<file path="src/rtl/memory_access_if.sv">
// Bundle of the memory_access block's three channels: execute-side input
// handshake, data-bus request/response, and writeback-side output handshake.
// slave  : the memory_access block itself.
// master : the surrounding pipeline / bus environment driving it.
interface memory_access_if;
  // execute side
  logic        in_valid;
  logic        in_ready;
  logic        in_rm;
  logic        in_wm;
  logic [31:0] in_addr;
  logic [31:0] in_wdata;
  logic [4:0]  in_regw;
  logic [31:0] in_pc;
  // data bus
  logic        dreq_valid;
  logic [31:0] dreq_addr;
  logic [3:0]  dreq_strobe;
  logic [31:0] dreq_data;
  logic        dresp_addr_ok;
  logic        dresp_data_ok;
  logic [31:0] dresp_data;
  // writeback side
  logic        out_valid;
  logic        out_ready;
  logic [31:0] out_pc;
  logic [4:0]  out_regw;
  logic [31:0] out_data;
  logic        out_misalign;

  modport slave (
    input  in_valid, in_rm, in_wm, in_addr, in_wdata, in_regw, in_pc,
    output in_ready,
    output dreq_valid, dreq_addr, dreq_strobe, dreq_data,
    input  dresp_addr_ok, dresp_data_ok, dresp_data,
    output out_valid, out_pc, out_regw, out_data, out_misalign,
    input  out_ready
  );

  modport master (
    output in_valid, in_rm, in_wm, in_addr, in_wdata, in_regw, in_pc,
    input  in_ready,
    input  dreq_valid, dreq_addr, dreq_strobe, dreq_data,
    output dresp_addr_ok, dresp_data_ok, dresp_data,
    input  out_valid, out_pc, out_regw, out_data, out_misalign,
    output out_ready
  );
endinterface

</file>
<file path="src/rtl/memory_access.sv">
// memory_access: MEM pipeline stage. Registers an execute result, issues a
// single-word load/store on the data bus when needed, and presents the
// writeback result with a valid/ready handshake.
// Optional feature: define MEMORY_ACCESS_MISALIGN_CHECK_EN to trap memory ops
// whose address is not word aligned (no bus request, out_misalign=1).
module memory_access (
  input  logic           clk,
  input  logic           reset,
  memory_access_if.slave mif
);

  localparam logic [1:0] IDLE = 2'd0;
  localparam logic [1:0] REQ  = 2'd1;
  localparam logic [1:0] WAIT = 2'd2;
  localparam logic [1:0] DONE = 2'd3;

  logic [1:0]  state;
  logic [1:0]  state_nxt;
  logic [1:0]  accept_state;
  logic [29:0] waddr_r;
  logic [31:0] wdata_r;
  logic [31:0] pc_r;
  logic [31:0] data_r;
  logic [4:0]  regw_r;
  logic        load_r;
  logic        store_r;
  logic        accept;
  logic        in_mem;
  logic        in_store;
  logic        in_misalign;
  logic        data_done;

  // in_rm has priority, so rm&wm together behaves as a load
  assign in_mem   = mif.in_rm | mif.in_wm;
  assign in_store = mif.in_wm & ~mif.in_rm;

`ifdef MEMORY_ACCESS_MISALIGN_CHECK_EN
  logic misalign_r;
  assign in_misalign      = in_mem & (mif.in_addr[1:0] != 2'b00);
  assign mif.out_misalign = misalign_r;
`else
  assign in_misalign      = 1'b0;
  assign mif.out_misalign = 1'b0;
`endif

  assign mif.in_ready = (state == IDLE) || ((state == DONE) && mif.out_ready);
  assign accept       = mif.in_valid & mif.in_ready;

  // data_ok only counts once the request has been (or is being) accepted
  assign data_done = mif.dresp_data_ok &
                     ((state == WAIT) || ((state == REQ) && mif.dresp_addr_ok));

  assign accept_state = (in_mem & ~in_misalign) ? REQ : DONE;

  assign mif.dreq_valid  = (state == REQ);
  assign mif.dreq_addr   = {waddr_r, 2'b00};
  assign mif.dreq_strobe = store_r ? 4'hF : 4'h0;
  assign mif.dreq_data   = wdata_r;
  assign mif.out_valid   = (state == DONE);
  assign mif.out_pc      = pc_r;
  assign mif.out_regw    = regw_r;
  assign mif.out_data    = data_r;

  // next-state selection for the IDLE/REQ/WAIT/DONE sequencer
  always_comb begin
    state_nxt = state;
    case (state)
      IDLE: if (accept) state_nxt = accept_state;
      REQ:  if (mif.dresp_addr_ok) state_nxt = mif.dresp_data_ok ? DONE : WAIT;
      WAIT: if (mif.dresp_data_ok) state_nxt = DONE;
      DONE: if (mif.out_ready) state_nxt = accept ? accept_state : IDLE;
      default: state_nxt = IDLE;
    endcase
  end

  // state register; reset abandons any transaction in flight
  always_ff @(posedge clk or posedge reset) begin
    if (reset) state <= IDLE;
    else       state <= state_nxt;
  end

  // capture the accepted op and prefill the writeback value; load data lands on data_ok
  always_ff @(posedge clk or posedge reset) begin
    if (reset) begin
      waddr_r <= '0;
      wdata_r <= '0;
      pc_r    <= '0;
      data_r  <= '0;
      regw_r  <= '0;
      load_r  <= 1'b0;
      store_r <= 1'b0;
    end else if (accept) begin
      waddr_r <= mif.in_addr[31:2];
      wdata_r <= mif.in_wdata;
      pc_r    <= mif.in_pc;
      data_r  <= (in_mem & ~in_misalign) ? 32'd0 : mif.in_addr;
      regw_r  <= (in_store | in_misalign) ? 5'd0 : mif.in_regw;
      load_r  <= mif.in_rm;
      store_r <= in_store & ~in_misalign;
    end else if (data_done && load_r) begin
      data_r  <= mif.dresp_data;
    end
  end

`ifdef MEMORY_ACCESS_MISALIGN_CHECK_EN
  // address-error flag follows each accepted op
  always_ff @(posedge clk or posedge reset) begin
    if (reset)       misalign_r <= 1'b0;
    else if (accept) misalign_r <= in_misalign;
  end
`endif

endmodule

</file>
<file path="src/flat_wrapper.sv">
// flat-port wrapper written by rule: the top's interface ports become plain ports
module memory_access_flat 
  (clk, reset, mif_in_valid, mif_in_rm, mif_in_wm, mif_in_addr, mif_in_wdata, mif_in_regw, mif_in_pc, mif_in_ready, mif_dreq_valid, mif_dreq_addr, mif_dreq_strobe, mif_dreq_data, mif_dresp_addr_ok, mif_dresp_data_ok, mif_dresp_data, mif_out_valid, mif_out_pc, mif_out_regw, mif_out_data, mif_out_misalign, mif_out_ready);
  memory_access_if mif_i ();
  input  logic clk;
  input  logic reset;
  input wire logic [$bits(mif_i.in_valid)-1:0] mif_in_valid;
  input wire logic [$bits(mif_i.in_rm)-1:0] mif_in_rm;
  input wire logic [$bits(mif_i.in_wm)-1:0] mif_in_wm;
  input wire logic [$bits(mif_i.in_addr)-1:0] mif_in_addr;
  input wire logic [$bits(mif_i.in_wdata)-1:0] mif_in_wdata;
  input wire logic [$bits(mif_i.in_regw)-1:0] mif_in_regw;
  input wire logic [$bits(mif_i.in_pc)-1:0] mif_in_pc;
  output wire logic [$bits(mif_i.in_ready)-1:0] mif_in_ready;
  output wire logic [$bits(mif_i.dreq_valid)-1:0] mif_dreq_valid;
  output wire logic [$bits(mif_i.dreq_addr)-1:0] mif_dreq_addr;
  output wire logic [$bits(mif_i.dreq_strobe)-1:0] mif_dreq_strobe;
  output wire logic [$bits(mif_i.dreq_data)-1:0] mif_dreq_data;
  input wire logic [$bits(mif_i.dresp_addr_ok)-1:0] mif_dresp_addr_ok;
  input wire logic [$bits(mif_i.dresp_data_ok)-1:0] mif_dresp_data_ok;
  input wire logic [$bits(mif_i.dresp_data)-1:0] mif_dresp_data;
  output wire logic [$bits(mif_i.out_valid)-1:0] mif_out_valid;
  output wire logic [$bits(mif_i.out_pc)-1:0] mif_out_pc;
  output wire logic [$bits(mif_i.out_regw)-1:0] mif_out_regw;
  output wire logic [$bits(mif_i.out_data)-1:0] mif_out_data;
  output wire logic [$bits(mif_i.out_misalign)-1:0] mif_out_misalign;
  input wire logic [$bits(mif_i.out_ready)-1:0] mif_out_ready;
  assign mif_i.in_valid = mif_in_valid;
  assign mif_i.in_rm = mif_in_rm;
  assign mif_i.in_wm = mif_in_wm;
  assign mif_i.in_addr = mif_in_addr;
  assign mif_i.in_wdata = mif_in_wdata;
  assign mif_i.in_regw = mif_in_regw;
  assign mif_i.in_pc = mif_in_pc;
  assign mif_in_ready = mif_i.in_ready;
  assign mif_dreq_valid = mif_i.dreq_valid;
  assign mif_dreq_addr = mif_i.dreq_addr;
  assign mif_dreq_strobe = mif_i.dreq_strobe;
  assign mif_dreq_data = mif_i.dreq_data;
  assign mif_i.dresp_addr_ok = mif_dresp_addr_ok;
  assign mif_i.dresp_data_ok = mif_dresp_data_ok;
  assign mif_i.dresp_data = mif_dresp_data;
  assign mif_out_valid = mif_i.out_valid;
  assign mif_out_pc = mif_i.out_pc;
  assign mif_out_regw = mif_i.out_regw;
  assign mif_out_data = mif_i.out_data;
  assign mif_out_misalign = mif_i.out_misalign;
  assign mif_i.out_ready = mif_out_ready;
  memory_access u_core (.clk(clk), .reset(reset), .mif(mif_i));
endmodule
</file>
<file path="config.mk">
export PLATFORM = sky130hd
export DESIGN_NAME = memory_access_flat
export DESIGN_NICKNAME = d
export VERILOG_FILES = /design/src/rtl/memory_access_if.sv /design/src/rtl/memory_access.sv /design/src/flat_wrapper.sv
export SDC_FILE = /design/constraint.sdc
export NUM_CORES = 1
export LEC_CHECK = 0
export ABC_AREA = 1
export BUFFER_PORTS_ARGS = -buffer_cell sky130_fd_sc_hd__buf_2
export CAP_MARGIN = 20
export CORE_UTILIZATION = 28
export DETAILED_ROUTE_END_ITERATION = 8
export SLEW_MARGIN = 25
export SYNTH_ARGS = -nofsm -noshare
export SYNTH_HDL_FRONTEND = slang
export SYNTH_SLANG_ARGS = --single-unit
</file>
<file path="constraint.sdc">
create_clock -name clk -period 5.15 [get_ports clk]
set_input_delay 0.515 -clock clk [delete_from_list [all_inputs] [get_ports clk]]
set_output_delay 0.515 -clock clk [all_outputs]
set_load 0.03 [all_outputs]
</file>
==> results of run 1 <==
per-stage QoR:
step	utilization	setup WS, ps	instance area [µm²]
2_1_floorplan	-	1020	6000
3_3_place_gp	0.355	2010	7460
3_5_place_dp	0.355	1950	7460
4_1_cts	0.383	2050	8060
5_1_grt	0.385	1740	8080
6_report	0.385	2120	8080
cells in the mapped netlist, drive strengths merged:
| library cell | instances | share of area |
|---|---|---|
| nand2 | 388 | 0.25 |
| buf | 41 | 0.047 |
| nand3 | 67 | 0.056 |
| clkbuf | 10 | 0.0063 |
| nand3b | 2 | 0.0025 |
| a21oi | 1 | 0.0027 |
| inv | 42 | 0.026 |
| o21ai | 33 | 0.028 |
| nor2 | 36 | 0.023 |
| dfrtp | 135 | 0.56 |
| conb | 1 | 0.00063 |
flip-flops by register name, summed over array words and instances, names as in the netlist:
signal and cells:
u_core.mif.out_data 32, u_core.store_r 1, u_core.mif.out_regw 5, u_core.load_r 1, u_core.mif.out_pc 32, u_core.state 2
u_core.waddr_r 30, u_core.mif.dreq_data 32
layer usage:
metal  global-route usage  vias to the layer above
met2                0.262                      192
met4               0.0500                        0
li1                     -                     2808
met3               0.0494                       14
met5                    0                        -
met1                0.201                     2554
cells in the final DEF, fill, tap and decap left out:
master / Yosys / layout
nand2_8: 0 / 1
inv_8: 0 / 2
conb_1: 1 / 3
nand3_1: 67 / 67
o21ai_1: 16 / 16
clkinvlp_4: 0 / 3
nand2_1: 384 / 384
clkbuf_1: 10 / 1
buf_4: 21 / 3
inv_1: 40 / 38
nor2_2: 1 / 1
nand3b_1: 2 / 2
o21ai_0: 17 / 17
clkbuf_16: 0 / 17
clkinv_4: 0 / 4
nor2_1: 35 / 35
nand2_2: 3 / 3
bufinv_16: 0 / 2
dfrtp_1: 135 / 135
inv_6: 0 / 4
inv_2: 2 / 3
a21oi_4: 1 / 1
buf_16: 0 / 1
buf_2: 13 / 278
power by group through the flow:
stage	clock network (mW)	logic, mW	registers, mW
detailed placement	0	2.76	1.83
floorplan	0	1.06	2.77
CTS	1.27	2.75	1.83
global route	1.33	2.98	1.89
finish	1.24	2.71	1.82
global placement	0	2.71	1.84
cell type report:
class	count	share of cell area
Clock buffer	18	0.0531
Sequential cell	135	0.418
Multi-Input combinational cell	530	0.267
Timing Repair Buffer	282	0.178
Inverter	42	0.0201
Tap cell	275	0.0426
Clock inverter	14	0.0206
worst min path at each step:
stage,from,endpoint,depth (start not counted)
2_1_floorplan,u_core.load_r$_DFFE_PP0N_,u_core.load_r$_DFFE_PP0N_,2
3_3_place_gp,u_core.mif.dreq_data[18]$_DFFE_PP0N_,u_core.mif.dreq_data[18]$_DFFE_PP0N_,2
3_5_place_dp,u_core.mif.out_pc[0]$_DFFE_PP0N_,u_core.mif.out_pc[0]$_DFFE_PP0N_,2
4_1_cts,mif_in_pc[10],u_core.mif.out_pc[10]$_DFFE_PP0N_,3
5_1_grt,reset,u_core.mif.out_pc[16]$_DFFE_PP0N_,2
6_report,reset,u_core.mif.out_pc[16]$_DFFE_PP0N_,2
cells by family after synthesis:
group,Yosys count
simple gates,493
flops,135
buf+inv,93
compound gates,34
other cells,1
==> key figures, run 1 <==
Synth
  – Synth Register Bits: between 100 and 150
  – Post-synthesis compound-gate area fraction: 0.0303
  – Yosys warns: 0
  – Post-synthesis xor/xnor area fraction: 0
  – Avg Inst Size Synth: 7.93 µm²
  – Post-synthesis sequential area ratio: 0.563
  – Post-synthesis adder-cell area fraction: 0
  – Mux share of post-synthesis cell area: 0
  – Mapped Cells: 756
  – Post-Synthesis Cell Area: around 6000 µm²
  – Simple-gate share of the synthesized area: 0.327
  – Largest family of logic cells by synthesized area: simple AND/OR/NAND/NOR gates
  – Distinct cell type count after synthesis: 19

Pwr
  – Overall power: a little under 6 mW
  – Switch Pwr: roughly 2.8 mW
  – Sequential fraction of design power: 0.316
  – Worst vdd ir: ~0.27 mV
  – P per Cell Area: between 700 and 800 nW/µm²
  – Net Sw Frac: 0.478
  – Int Power: between 3 and 4 mW
  – Comb power frac: 0.470
  – Clock share of power: 0.215
  – Leakage: roughly 4.8 nW

Worst setup path
  – Reg2reg end: u_core.mif.out_data[22]$_DFFE_PP0P_
  – Worst reg2reg path startpoint: u_core.state[1]$_DFFE_PP0P_
  – Max incr delay on CP: between 700 and 800 ps
  – CP Capture Point: u_core.mif.out_data[22]$_DFFE_PP0P_
  – CP required: roughly 5500 ps
  – R2R Setup Slk: approximately 2100 ps
  – Crit path buf inv count: 2
  – Crit end category: register
  – Worst-case reg-to-reg path depth: 9
  – CP Launch Type: register
  – Critical path data arrival time: 3380 ps
  – Crit. Startpoint: u_core.state[1]$_DFFE_PP0P_
  – Slowest cell on crit path: nand2_8
  – Most common cell on crit path: nand2_1
  – Critical path start-end classification: reg2reg
  – Worst-path cell chain: inv_2, nand2_1, nand2_2, nand2_8, buf_4, nand2_1, nand2_1, nand2_1, nand2_1
  – WP depth: 9
  – Critical path's top delay family: simple AND/OR/NAND/NOR gates
  – CP max FO: between 100 and 150

Clocking
  – Maximum root-to-sink buffer count: 2
  – Clock Latency Late Sink: 410 ps
  – CTS H-tree depth: 4
  – CTS Buf Count: 17
  – Post-CTS Setup Bufs: 0
  – Clock transition at path regs: approximately 70 ps
  – Clock root buffer: clkbuf_16
  – Post-CTS Resized: 0
  – Post-CTS Hold Fix Bufs: 0
  – TritonCTS Sinks: approximately 140
  – CTS tree: built

Final layout
  – Layout cells sized above 1: 0.316
  – Inserted Diodes: 0
  – Layout area overhead: 34.8%
  – Final Non-Filler Cells: between 1000 and 1500
  – Seq. cell area: around 3400 µm²
  – Multi-input gate area: ~2200 µm²
  – Layout net count: 1149
  – Fill cell count: 2200

Outcome
  – Outcome: complete, no violations

Place
  – Placed Cells: roughly 1300
  – Placed wire-length estimate: between 10000 and 15000 µm
  – IO buf count: 278
  – Routability cong.: 0.747

Floorplan
  – IO Pins: between 200 and 300
  – Die width: between 100 and 150 µm
  – Rows: 53
  – Die area: 22000 µm²
  – Initial Util: 0.285
  – Core area: between 20000 and 25000 µm²
  – Die Y: between 100 and 150 µm

Routing
  – Initial DRC Count: 247
  – WL/cell: around 13 µm
  – Post-route ant nets: 0
  – Total number of vias: 5568
  – Final WL: approximately 17000 µm
  – Met1 Routed Length: ~7600 µm
  – Met2 WL: slightly above 8000 µm
  – Met3 WL post-DR: 1180 µm
  – Drt first pass iters: 4
  – Via-to-Cell Ratio: 4.30
  – # DRC: 0
  – Highest routed layer: met4

Timing
  – Fmax: approximately 330 MHz
  – Final Hold Viols: 0
  – Final Setup Violations: 0
  – Min Hold Slack: around 56 ps
  – Slew headroom: 0.451
  – Final Max Slew Viols: 0
  – RSZ-0062 raised after global routing: false
  – Setup tns final: 0 ps
  – Skew final: between 6 and 7 ps
  – Worst slew pin tran: just over 800 ps
  – Final Cycle Share: 0.588
  – Final worst path period need: approximately 3000 ps

GRT
  – Antenna violations before repair: 0
  – Largest net degree at the start of global routing: about 120
  – Vias in the first global route: between 5000 and 6000
  – GRT overflow: 0
  – All-Layer GR Usage: 0.160
  – First-pass GRT wire length: 27700 µm

Flow run
  – Max-cap violations: 0

Min path
  – Hold crit path type: in2async
Power figures use the tool's default switching activity.
==> run 2: changes to the inputs <==
==> constraint.sdc (replaced) <==
create_clock -name clk -period 2.7 [get_ports clk]
set_input_delay 0.27 -clock clk [delete_from_list [all_inputs] [get_ports clk]]
set_output_delay 0.27 -clock clk [all_outputs]
set_load 0.03 [all_outputs]
==> run 2 against run 1 <==
Non-clock buffer count increased by 5. Worst hold slack worse by 14 ps. Final cell count up 0.46%. Largest power group unchanged. Sequential power increased by 91%. Worst setup slack lost 1600 ps. Count of clock-buffer cells in the layout did not move. Highest routed layer unchanged. Core utilization increased by 0.83 points.
==> key figures, run 2 (synthesis gave the netlist of run 1 again) <==
Timing
  – Skew final: a little over 9 ps
  – RSZ-0062 raised after global routing: false
  – Fin worst setup slack: about 540 ps
  – Fmax: 462 MHz
  – Worst slew pin tran: between 700 and 800 ps
  – Final Setup Violations: 0
  – Slew headroom: 0.517
  – Final worst path period need: around 2200 ps
  – Setup tns final: 0 ps
  – Final Max Slew Viols: 0
  – Final Hold Viols: 0
  – Final Cycle Share: 0.801

Worst setup path
  – Worst-path cell chain: inv_1, nand2_1, nand2_2, buf_4, buf_2
  – Max incr delay on CP: between 400 and 500 ps
  – Worst-case reg-to-reg path depth: 8
  – CP required: ~2400 ps
  – CP max FO: 34
  – Slowest cell on crit path: dfrtp_1
  – CP Launch Type: register
  – Crit end category: output pin
  – Critical path data arrival time: around 1900 ps
  – Critical path start-end classification: reg2out

Pwr
  – Worst vdd ir: slightly below 0.6 mV
  – Overall power: 11.5 mW
  – P per Cell Area: ~1400 nW/µm²
  – Leakage: between 4 and 5 nW

Final layout
  – Layout cells sized above 1: 0.319
  – Layout area overhead: 37.7%
  – Most frequent cells in the layout: nand2_1 (384), buf_2 (278), dfrtp_1 (135), nand3_1 (67), inv_1 (38)
  – Commonest non-fill, non-tap cell in the layout: nand2_1
  – Final Non-Filler Cells: around 1300
  – Layout net count: approximately 1200

Routing
  – Via-to-Cell Ratio: between 4 and 5
  – Drt first pass iters: 4
  – Final WL: between 15000 and 20000 µm
  – Total number of vias: approximately 5600
  – Post-route ant nets: 0
  – # DRC: 0
  – Initial DRC Count: about 290
  – WL/cell: between 10 and 15 µm

Flow run
  – Max-cap violations: 0

Floorplan
  – Die Y: around 150 µm
  – Die area: around 22000 µm²
  – Rows: 53
  – IO Pins: between 200 and 300
  – Die width: between 100 and 150 µm
  – Core area: 21000 µm²
  – Initial Util: 0.285

Place
  – Placed wire-length estimate: between 10000 and 15000 µm
  – Pre-CTS WS: just under 800 ps
  – Routability cong.: between 0.7 and 0.8
  – Placed Cells: 1268
  – IO buf count: about 280

Clocking
  – CTS H-tree depth: 4
  – Post-CTS Setup Bufs: 0
  – Maximum root-to-sink buffer count: 2
  – TritonCTS Sinks: 135
  – Clock root buffer: clkbuf_16
  – Post-CTS Resized: 0
  – CTS Buf Count: 17
  – CTS tree: built
  – Clock transition at path regs: approximately 70 ps
  – Post-CTS Hold Fix Bufs: 1
  – Clock Latency Late Sink: 420 ps

Outcome
  – Outcome: complete, no violations

GRT
  – All-Layer GR Usage: 0.163
  – Antenna violations before repair: 1
  – Largest net degree at the start of global routing: 121
  – GRT overflow: 0
  – Vias in the first global route: between 5000 and 6000
  – First-pass GRT wire length: around 28000 µm

Min path
  – Hold crit path type: in2reg
  – WHS Path Cells: 3
[run 2: cell count changes in the layout (fill, tap and decap cells not counted), sizes merged]
cell	previous run	this run
diode	0	1
inv	47	44
bufinv	2	7
clkinv	4	2
buf	282	286
dlygate4sd3	0	1
[run 2: layer usage]
metal / vias up / share of wire / GRT usage
met5: - / 0 / 0
met4: 0 / 0.011 / 0.0557
met3: 13 / 0.070 / 0.0512
met2: 177 / 0.48 / 0.264
met1: 2544 / 0.44 / 0.205
li1: 2820 / - / -
[run 2: area by class of cell]
cell class	instances	area [µm²]
Antenna cell	1	2.50
Clock buffer	18	429
Clock inverter	14	269
Fill cell	2213	12800
Inverter	42	161
Multi-Input combinational cell	530	2160
Sequential cell	135	3380
Tap cell	275	344
Timing Repair Buffer	287	1510
[run 2: critical path: cells and delay by family (launching register included)]
| kind | cells | cell delay, ps |
|---|---|---|
| buf+inv | 3 | 820 |
| flops | 1 | 430 |
| simple gates | 2 | 210 |
[run 2: final timing paths]
path	start	endpoint	slack (ps)
min	mif_in_pc[14]	u_core.mif.out_pc[14]$_DFFE_PP0N_	40
max in group asynchronous	reset	u_core.waddr_r[7]$_DFFE_PP0N_	1830
max reg2reg	u_core.state[0]$_DFFE_PP0P_	u_core.store_r$_DFFE_PP0N_	800
min reg2reg	u_core.mif.out_regw[1]$_DFFE_PP0N_	u_core.mif.out_regw[1]$_DFFE_PP0N_	470
max	u_core.state[0]$_DFFE_PP0P_	mif_in_ready	540
min in group asynchronous	reset	u_core.store_r$_DFFE_PP0N_	540
[run 2: power by group]
part	switching (mW)	internal (mW)
clock network	0.950	1.84
registers	0.502	2.97
logic	3.81	1.43
total	5.26	6.24
[run 2: metrics by stage]
step	hold slack, ps	cell area, µm²	utilization
final	42.4	8260	0.393
after global routing	26.6	8260	0.393
after floorplan	380	6010	-
after detailed placement	417	7550	0.359
after global placement	436	7550	0.359
after CTS	20.3	8250	0.393
